==> src/rtl/cordic_pkg.sv <==
// Shared definitions for the CORDIC NCO front end: default widths, angle constants and FSM states.
package cordic_pkg;

    localparam int unsigned W_DEFAULT = 16;

    localparam logic [15:0] ANG_MOST_NEG = 16'h8000;
    localparam logic [15:0] ANG_CLAMP    = 16'h8001;
    localparam logic [15:0] ANG_QUARTER  = 16'h4000;

    typedef enum logic [1:0] {
        StIdle,
        StIssue,
        StWait
    } state_e;

endpackage

==> src/rtl/cordic_phase_acc.sv <==
// Phase accumulator: load/increment priority, phase offset and most-negative clamp.
module cordic_phase_acc
    import cordic_pkg::*;
#(
    parameter int unsigned W  = W_DEFAULT,
    parameter int unsigned FW = 32
) (
    input  logic          clk_i,
    input  logic          rst_ni,
    input  logic          tick_i,
    input  logic          load_i,
    input  logic [W-1:0]  phase_init_i,
    input  logic [W-1:0]  phase_offset_i,
    input  logic [FW-1:0] freq_word_i,
    output logic [W-1:0]  z0_o
);

    localparam logic [W-1:0] MostNeg = {1'b1, {(W-1){1'b0}}};
    localparam logic [W-1:0] Clamp   = MostNeg | W'(1);

    logic [FW-1:0] acc_q, acc_d, base;
    logic [W-1:0]  z0_q, z0_d, p;

    always_comb begin
        base  = load_i ? (FW'(phase_init_i) << (FW - W)) : acc_q;
        p     = base[FW-1 -: W] + phase_offset_i;
        // The core cannot negate the most-negative angle; nudge it by one LSB.
        if (p == MostNeg) begin
            p = Clamp;
        end
        acc_d = acc_q;
        z0_d  = z0_q;
        if (tick_i) begin
            z0_d  = p;
            acc_d = base + freq_word_i;
        end else if (load_i) begin
            acc_d = base;
        end
    end

    always_ff @(posedge clk_i or negedge rst_ni) begin
        if (!rst_ni) begin
            acc_q <= '0;
            z0_q  <= '0;
        end else begin
            acc_q <= acc_d;
            z0_q  <= z0_d;
        end
    end

    assign z0_o = z0_q;

endmodule

==> src/rtl/cordic_nco_ctrl.sv <==
// NCO front end: turns sample ticks into CORDIC start pulses and registers the core's results.
module cordic_nco_ctrl
    import cordic_pkg::*;
#(
    parameter int unsigned W   = W_DEFAULT,
    parameter int unsigned FW  = 32,
    parameter int unsigned TMO = 32
) (
    input  logic          clk_i,
    input  logic          rst_ni,
    input  logic          enable_i,
    input  logic          sample_tick_i,
    input  logic [FW-1:0] freq_word_i,
    input  logic          load_phase_i,
    input  logic [W-1:0]  phase_init_i,
    input  logic [W-1:0]  phase_offset_i,
    input  logic          clr_flags_i,
    output logic          cordic_start_o,
    output logic [W-1:0]  cordic_z0_o,
    input  logic          cordic_finish_i,
    input  logic [W-1:0]  cordic_sin_i,
    input  logic [W-1:0]  cordic_cos_i,
    output logic [W-1:0]  sin_out_o,
    output logic [W-1:0]  cos_out_o,
    output logic          out_valid_o,
    output logic          busy_o,
    output logic          overrun_o,
    output logic          timeout_o
);

    localparam int unsigned TW = $clog2(TMO + 1);

    state_e        state_q, state_d;
    logic          pending_q, pending_d;
    logic [TW-1:0] timer_q, timer_d;
    logic [W-1:0]  sin_q, sin_d, cos_q, cos_d;
    logic          valid_q, valid_d;
    logic          overrun_q, overrun_d;
    logic          timeout_q, timeout_d;
    logic          tick_acc;
    logic          busy;

    assign busy = (state_q == StIssue) || (state_q == StWait);

    always_comb begin
        state_d   = state_q;
        pending_d = pending_q;
        timer_d   = timer_q;
        sin_d     = sin_q;
        cos_d     = cos_q;
        valid_d   = 1'b0;
        overrun_d = overrun_q & ~clr_flags_i;
        timeout_d = timeout_q & ~clr_flags_i;
        tick_acc  = 1'b0;

        case (state_q)
            StIdle: begin
                if (enable_i && (sample_tick_i || pending_q)) begin
                    tick_acc  = 1'b1;
                    state_d   = StIssue;
                    // A fresh tick arriving alongside a pending one stays queued.
                    pending_d = pending_q && sample_tick_i;
                end
            end
            StIssue: begin
                state_d = StWait;
                timer_d = '0;
            end
            StWait: begin
                if (cordic_finish_i) begin
                    sin_d   = cordic_sin_i;
                    cos_d   = cordic_cos_i;
                    valid_d = 1'b1;
                    state_d = StIdle;
                end else if (timer_q == TW'(TMO - 1)) begin
                    timeout_d = 1'b1;
                    state_d   = StIdle;
                end else begin
                    timer_d = timer_q + 1'b1;
                end
            end
            default: state_d = StIdle;
        endcase

        if (busy && enable_i && sample_tick_i) begin
            if (!pending_q) begin
                pending_d = 1'b1;
            end else begin
                overrun_d = 1'b1;
            end
        end
        if (!enable_i) begin
            pending_d = 1'b0;
        end
    end

    always_ff @(posedge clk_i or negedge rst_ni) begin
        if (!rst_ni) begin
            state_q   <= StIdle;
            pending_q <= 1'b0;
            timer_q   <= '0;
            sin_q     <= '0;
            cos_q     <= '0;
            valid_q   <= 1'b0;
            overrun_q <= 1'b0;
            timeout_q <= 1'b0;
        end else begin
            state_q   <= state_d;
            pending_q <= pending_d;
            timer_q   <= timer_d;
            sin_q     <= sin_d;
            cos_q     <= cos_d;
            valid_q   <= valid_d;
            overrun_q <= overrun_d;
            timeout_q <= timeout_d;
        end
    end

    cordic_phase_acc #(
        .W  (W),
        .FW (FW)
    ) u_phase_acc (
        .clk_i          (clk_i),
        .rst_ni         (rst_ni),
        .tick_i         (tick_acc),
        .load_i         (load_phase_i),
        .phase_init_i   (phase_init_i),
        .phase_offset_i (phase_offset_i),
        .freq_word_i    (freq_word_i),
        .z0_o           (cordic_z0_o)
    );

    assign cordic_start_o = (state_q == StIssue);
    assign sin_out_o      = sin_q;
    assign cos_out_o      = cos_q;
    assign out_valid_o    = valid_q;
    assign busy_o         = busy;
    assign overrun_o      = overrun_q;
    assign timeout_o      = timeout_q;

endmodule
==> config.mk <==
export PLATFORM = sky130hd
export DESIGN_NAME = cordic_nco_ctrl
export DESIGN_NICKNAME = d
export VERILOG_FILES = /design/src/rtl/cordic_pkg.sv /design/src/rtl/cordic_phase_acc.sv /design/src/rtl/cordic_nco_ctrl.sv
export SDC_FILE = /design/constraint.sdc
export NUM_CORES = 1
export LEC_CHECK = 0
export ABC_AREA = 1
export CAP_MARGIN = 10
export CORE_MARGIN = 4
export CORE_UTILIZATION = 49
export DETAILED_ROUTE_END_ITERATION = 6
export PLACE_DENSITY = 0.79
export SLEW_MARGIN = 5
export SYNTH_ARGS = -nofsm -noshare
export SYNTH_HDL_FRONTEND = slang
export SYNTH_SLANG_ARGS = --single-unit
==> constraint.sdc <==
create_clock -name clk_i -period 2.8 [get_ports clk_i]
set_input_delay 0.84 -clock clk_i [delete_from_list [all_inputs] [get_ports clk_i]]
set_output_delay 0.84 -clock clk_i [all_outputs]
set_load 0.03 [all_outputs]
==> flow_summary.json <==
{
  "cts_tree": "built",
  "finalMaxSlewViolations": 0,
  "drc": 0,
  "cts.sink_count": 92,
  "critical_path_cell_count": 16,
  "global_route.usage.total_pct": 26.6,
  "areaGrowthSynthToFinish_pct": 54.1,
  "final_core_utilization_pct": 77.4,
  "finalWirelength_um": 22100,
  "antenna_found_initial": 0,
  "timing.reg2reg.setup_slack_ps": 590,
  "synthesis.area_um2": 6680,
  "fp.dieH_um": 125,
  "gp_congestion": 0.955,
  "grt_max_degree": 38,
  "finalCritPeriodShare_pct": 96.4,
  "root_buffer": "sky130_fd_sc_hd__clkbuf_16",
  "cts_made_buffers": 9,
  "drt-vias-per-instance": 5.25,
  "slew-limit-headroom_pct": 67.1,
  "grt_pass1_vias": 7121,
  "clk_pin_slew_worst_paths_ps": 70,
  "critical_path_end": "u_phase_acc.z0_o[0]",
  "filler_cell_count": 926,
  "placementRows": 42,
  "critical_path.n_buffers_inverters": 3,
  "synth_cell_types": 46,
  "drtAntennaViolNets": 0,
  "kind_of_start_point_of_the_critical_path": "input pin",
  "design.die.area_um2": 15600,
  "critPathMaxStageDelay_ps": 460,
  "num-nets-final": 1388,
  "postSynthNetCount": 1117,
  "synth_enable_flop_cells": 0,
  "top_level_ports": 156,
  "max_cap_viol_count": 0,
  "clock-skew-final_ps": 6.11,
  "tightest_slew_ps": 494,
  "clock_h_tree_levels": 3,
  "num_vias": 7422,
  "drtIter0Drc": 675,
  "wl_per_cell_um": 15.6,
  "crit_path_frequent_cell": "sky130_fd_sc_hd__nand2_1",
  "ys_async_sr_fraction_pct": 100,
  "holdCritPathClass": "in -> async",
  "postSynthCellCount": 961,
  "timing.critical_path.to_type": "flip-flop",
  "run_status": "completed",
  "finalHoldViolations": 0,
  "place.port_buffers": 155,
  "ff2ff_path_depth": 12,
  "grt.overflow.total": 0,
  "crit_chain": "clkdlybuf4s50_1 -> nand2_2 -> nand2_1 -> buf_4 -> ha_4 -> nand2_4 -> nor2_4 -> buf_4 -> nand4_1 -> nand3_1 -> nand2_1 -> nand2_1 -> nand2_1 -> nor2_2 -> nand3_1 -> a21oi_2",
  "vdd_ir_drop_max_uv": 529,
  "leakage_nw": 4.97,
  "period_needed_ps": 2700,
  "total_power_divided_by_cell_area_nw_per_um2": 792,
  "cp_top_family": "simple AND/OR/NAND/NOR gates",
  "grt_pass1_wl_um": 33900,
  "commonest_non_fill_non_tap_cells_in_the_layout": "sky130_fd_sc_hd__nand2_1, sky130_fd_sc_hd__clkdlybuf4s50_1, sky130_fd_sc_hd__buf_4, sky130_fd_sc_hd__dfrtp_1, sky130_fd_sc_hd__inv_1",
  "ys_warn_count": 0,
  "critPathLaunch": "phase_init_i[3]",
  "synthesis.area_per_instance_um2": 6.95,
  "final_common_cell": "sky130_fd_sc_hd__nand2_1",
  "worstSetupPathType": "in -> reg",
  "synthFlopType": "sky130_fd_sc_hd__dfrtp_1",
  "critPathRequiredTime_ps": 3090,
  "floorplan.initialDensity_pct": 50.3,
  "multi_input_comb_area_um2": 4570,
  "fmaxAchievable_ghz": 0.370,
  "dr.pass1.iters": 5,
  "setup_total_negative_slack_ps": 0,
  "r2r_start": "u_phase_acc.acc_q[16]",
  "total_power_mw": 8.15,
  "regArea_um2": 2300,
  "arrival_ps": 2990,
  "post-dp-hpwl_um": 15800,
  "core_footprint_um2": 13300,
  "yosys_register_bits": 92,
  "n_antenna_cell": 0,
  "clock_path_buffers": 2,
  "insertion_delay_ps": 360,
  "final_layout_size_suffix_gt1_share_pct": 23.2,
  "cp_slowest_cell": "sky130_fd_sc_hd__clkdlybuf4s50_1",
  "final_setup_violation_count": 0,
  "crit-reg2reg-capture": "u_phase_acc.acc_q[25]",
  "worst_path_maximum_fanout": 5,
  "seq_area_frac_synth_pct": 34.5,
  "die_width_um": 125
}
==> per-layer routing <==
metal,GRT usage (%),vias to the layer above,wire (µm)
met5,0,-,0
met4,10.1,0,607
met3,3.99,45,1180
met2,46.5,254,10900
met1,33.0,3476,9390
li1,-,3647,-
==> stage by stage <==
step | std cells | area, µm² | hold slack, ps | setup slack (ps)
2_1_floorplan | 961 | 6710 | 487 | 2.69
3_5_place_dp | 1384 | 9240 | 464 | -620
3_3_place_gp | 1384 | 9240 | 460 | -544
5_1_grt | 1413 | 10300 | 478 | -45.8
4_1_cts | 1403 | 9880 | 460 | 2.17
6_report | 1413 | 10300 | 437 | 101
==> registers in the layout, indices dropped and copies added, names as in the netlist <==
signal and count:
u_phase_acc.acc_q 32, sin_out_o 16, state_q 2, u_phase_acc.z0_o 16, overrun_o 1, timer_q 6
pending_q 1, cos_out_o 16, out_valid_o 1, timeout_o 1
==> how the worst min path moves through the flow <==
stage | startpoint | depth (start not counted) | slack, ps | to
after floorplan | u_phase_acc.acc_q[2] | 2 | 490 | u_phase_acc.acc_q[2]
after CTS | rst_ni | 1 | 460 | u_phase_acc.acc_q[28]
after detailed placement | u_phase_acc.z0_o[13] | 2 | 460 | u_phase_acc.z0_o[13]
final | rst_ni | 1 | 440 | u_phase_acc.acc_q[28]
after global placement | u_phase_acc.z0_o[1] | 2 | 460 | u_phase_acc.z0_o[1]
after global routing | rst_ni | 1 | 480 | u_phase_acc.acc_q[28]
==> Yosys cell counts, types with 2 or more instances <==
master,instances,area share (%)
sky130_fd_sc_hd__o21ai_0,33,2.5
sky130_fd_sc_hd__or2_2,2,0.19
sky130_fd_sc_hd__nor4_1,2,0.19
sky130_fd_sc_hd__o21bai_2,2,0.34
sky130_fd_sc_hd__o21ai_2,2,0.26
sky130_fd_sc_hd__fa_1,2,0.60
sky130_fd_sc_hd__nor2_1,72,4.0
sky130_fd_sc_hd__o21a_1,4,0.45
sky130_fd_sc_hd__clkbuf_1,9,0.51
sky130_fd_sc_hd__inv_1,84,4.7
sky130_fd_sc_hd__nor3_1,9,0.67
sky130_fd_sc_hd__nand3_1,48,3.6
sky130_fd_sc_hd__xor2_1,6,0.79
sky130_fd_sc_hd__or2_1,2,0.19
sky130_fd_sc_hd__a21o_1,2,0.22
sky130_fd_sc_hd__nand4_1,5,0.47
sky130_fd_sc_hd__ha_1,51,9.6
sky130_fd_sc_hd__nor2_2,4,0.37
sky130_fd_sc_hd__a21oi_2,5,0.66
sky130_fd_sc_hd__and2_1,2,0.19
sky130_fd_sc_hd__buf_1,2,0.11
sky130_fd_sc_hd__buf_2,7,0.52
sky130_fd_sc_hd__xnor2_1,14,1.8
sky130_fd_sc_hd__o22ai_1,14,1.3
sky130_fd_sc_hd__nand2_1,383,22
sky130_fd_sc_hd__dfrtp_1,92,34
sky130_fd_sc_hd__inv_2,3,0.17
sky130_fd_sc_hd__o21ai_1,6,0.45
sky130_fd_sc_hd__nand2_2,9,0.84
sky130_fd_sc_hd__nand3_2,5,0.75
sky130_fd_sc_hd__a21oi_1,54,4.0
sky130_fd_sc_hd__nand3b_1,12,1.3
==> cell families after synthesis <==
group,count (synthesis),synth area share (%)
flip-flops,92,34.5
adder cells (fa/ha/maj),53,10.1
AO/OA/AOI/OAI,130,11.5
AND/OR/NAND/NOR,558,34.9
XOR/XNOR,20,2.62
buffers and inverters,108,6.40
==> where the power goes <==
part           switching (mW)  total, mW  internal [mW]
Sequential              0.224       2.03           1.81
Clock                   0.578       1.31          0.735
Combinational            2.76       4.81           2.05
==> what timing repair did <==
action / 4_1_cts / 5_1_grt
resized for setup: 53 / 90
buffers inserted: 3 / 9
pin swaps: 16 / 44
cloned: 0 / 1
hold buffers: 0 / 0
setup endpoints to repair: 29 / 26
==> cell type report <==
cell class,instances,area share (%)
well taps,176,2.14
clock inverters,6,0.741
inverters,88,3.28
repair buffers,280,24.8
clock buffers,10,2.32
flip-flops and latches,92,22.4
multi-input cells,761,44.4
Power figures use the tool's default switching activity.
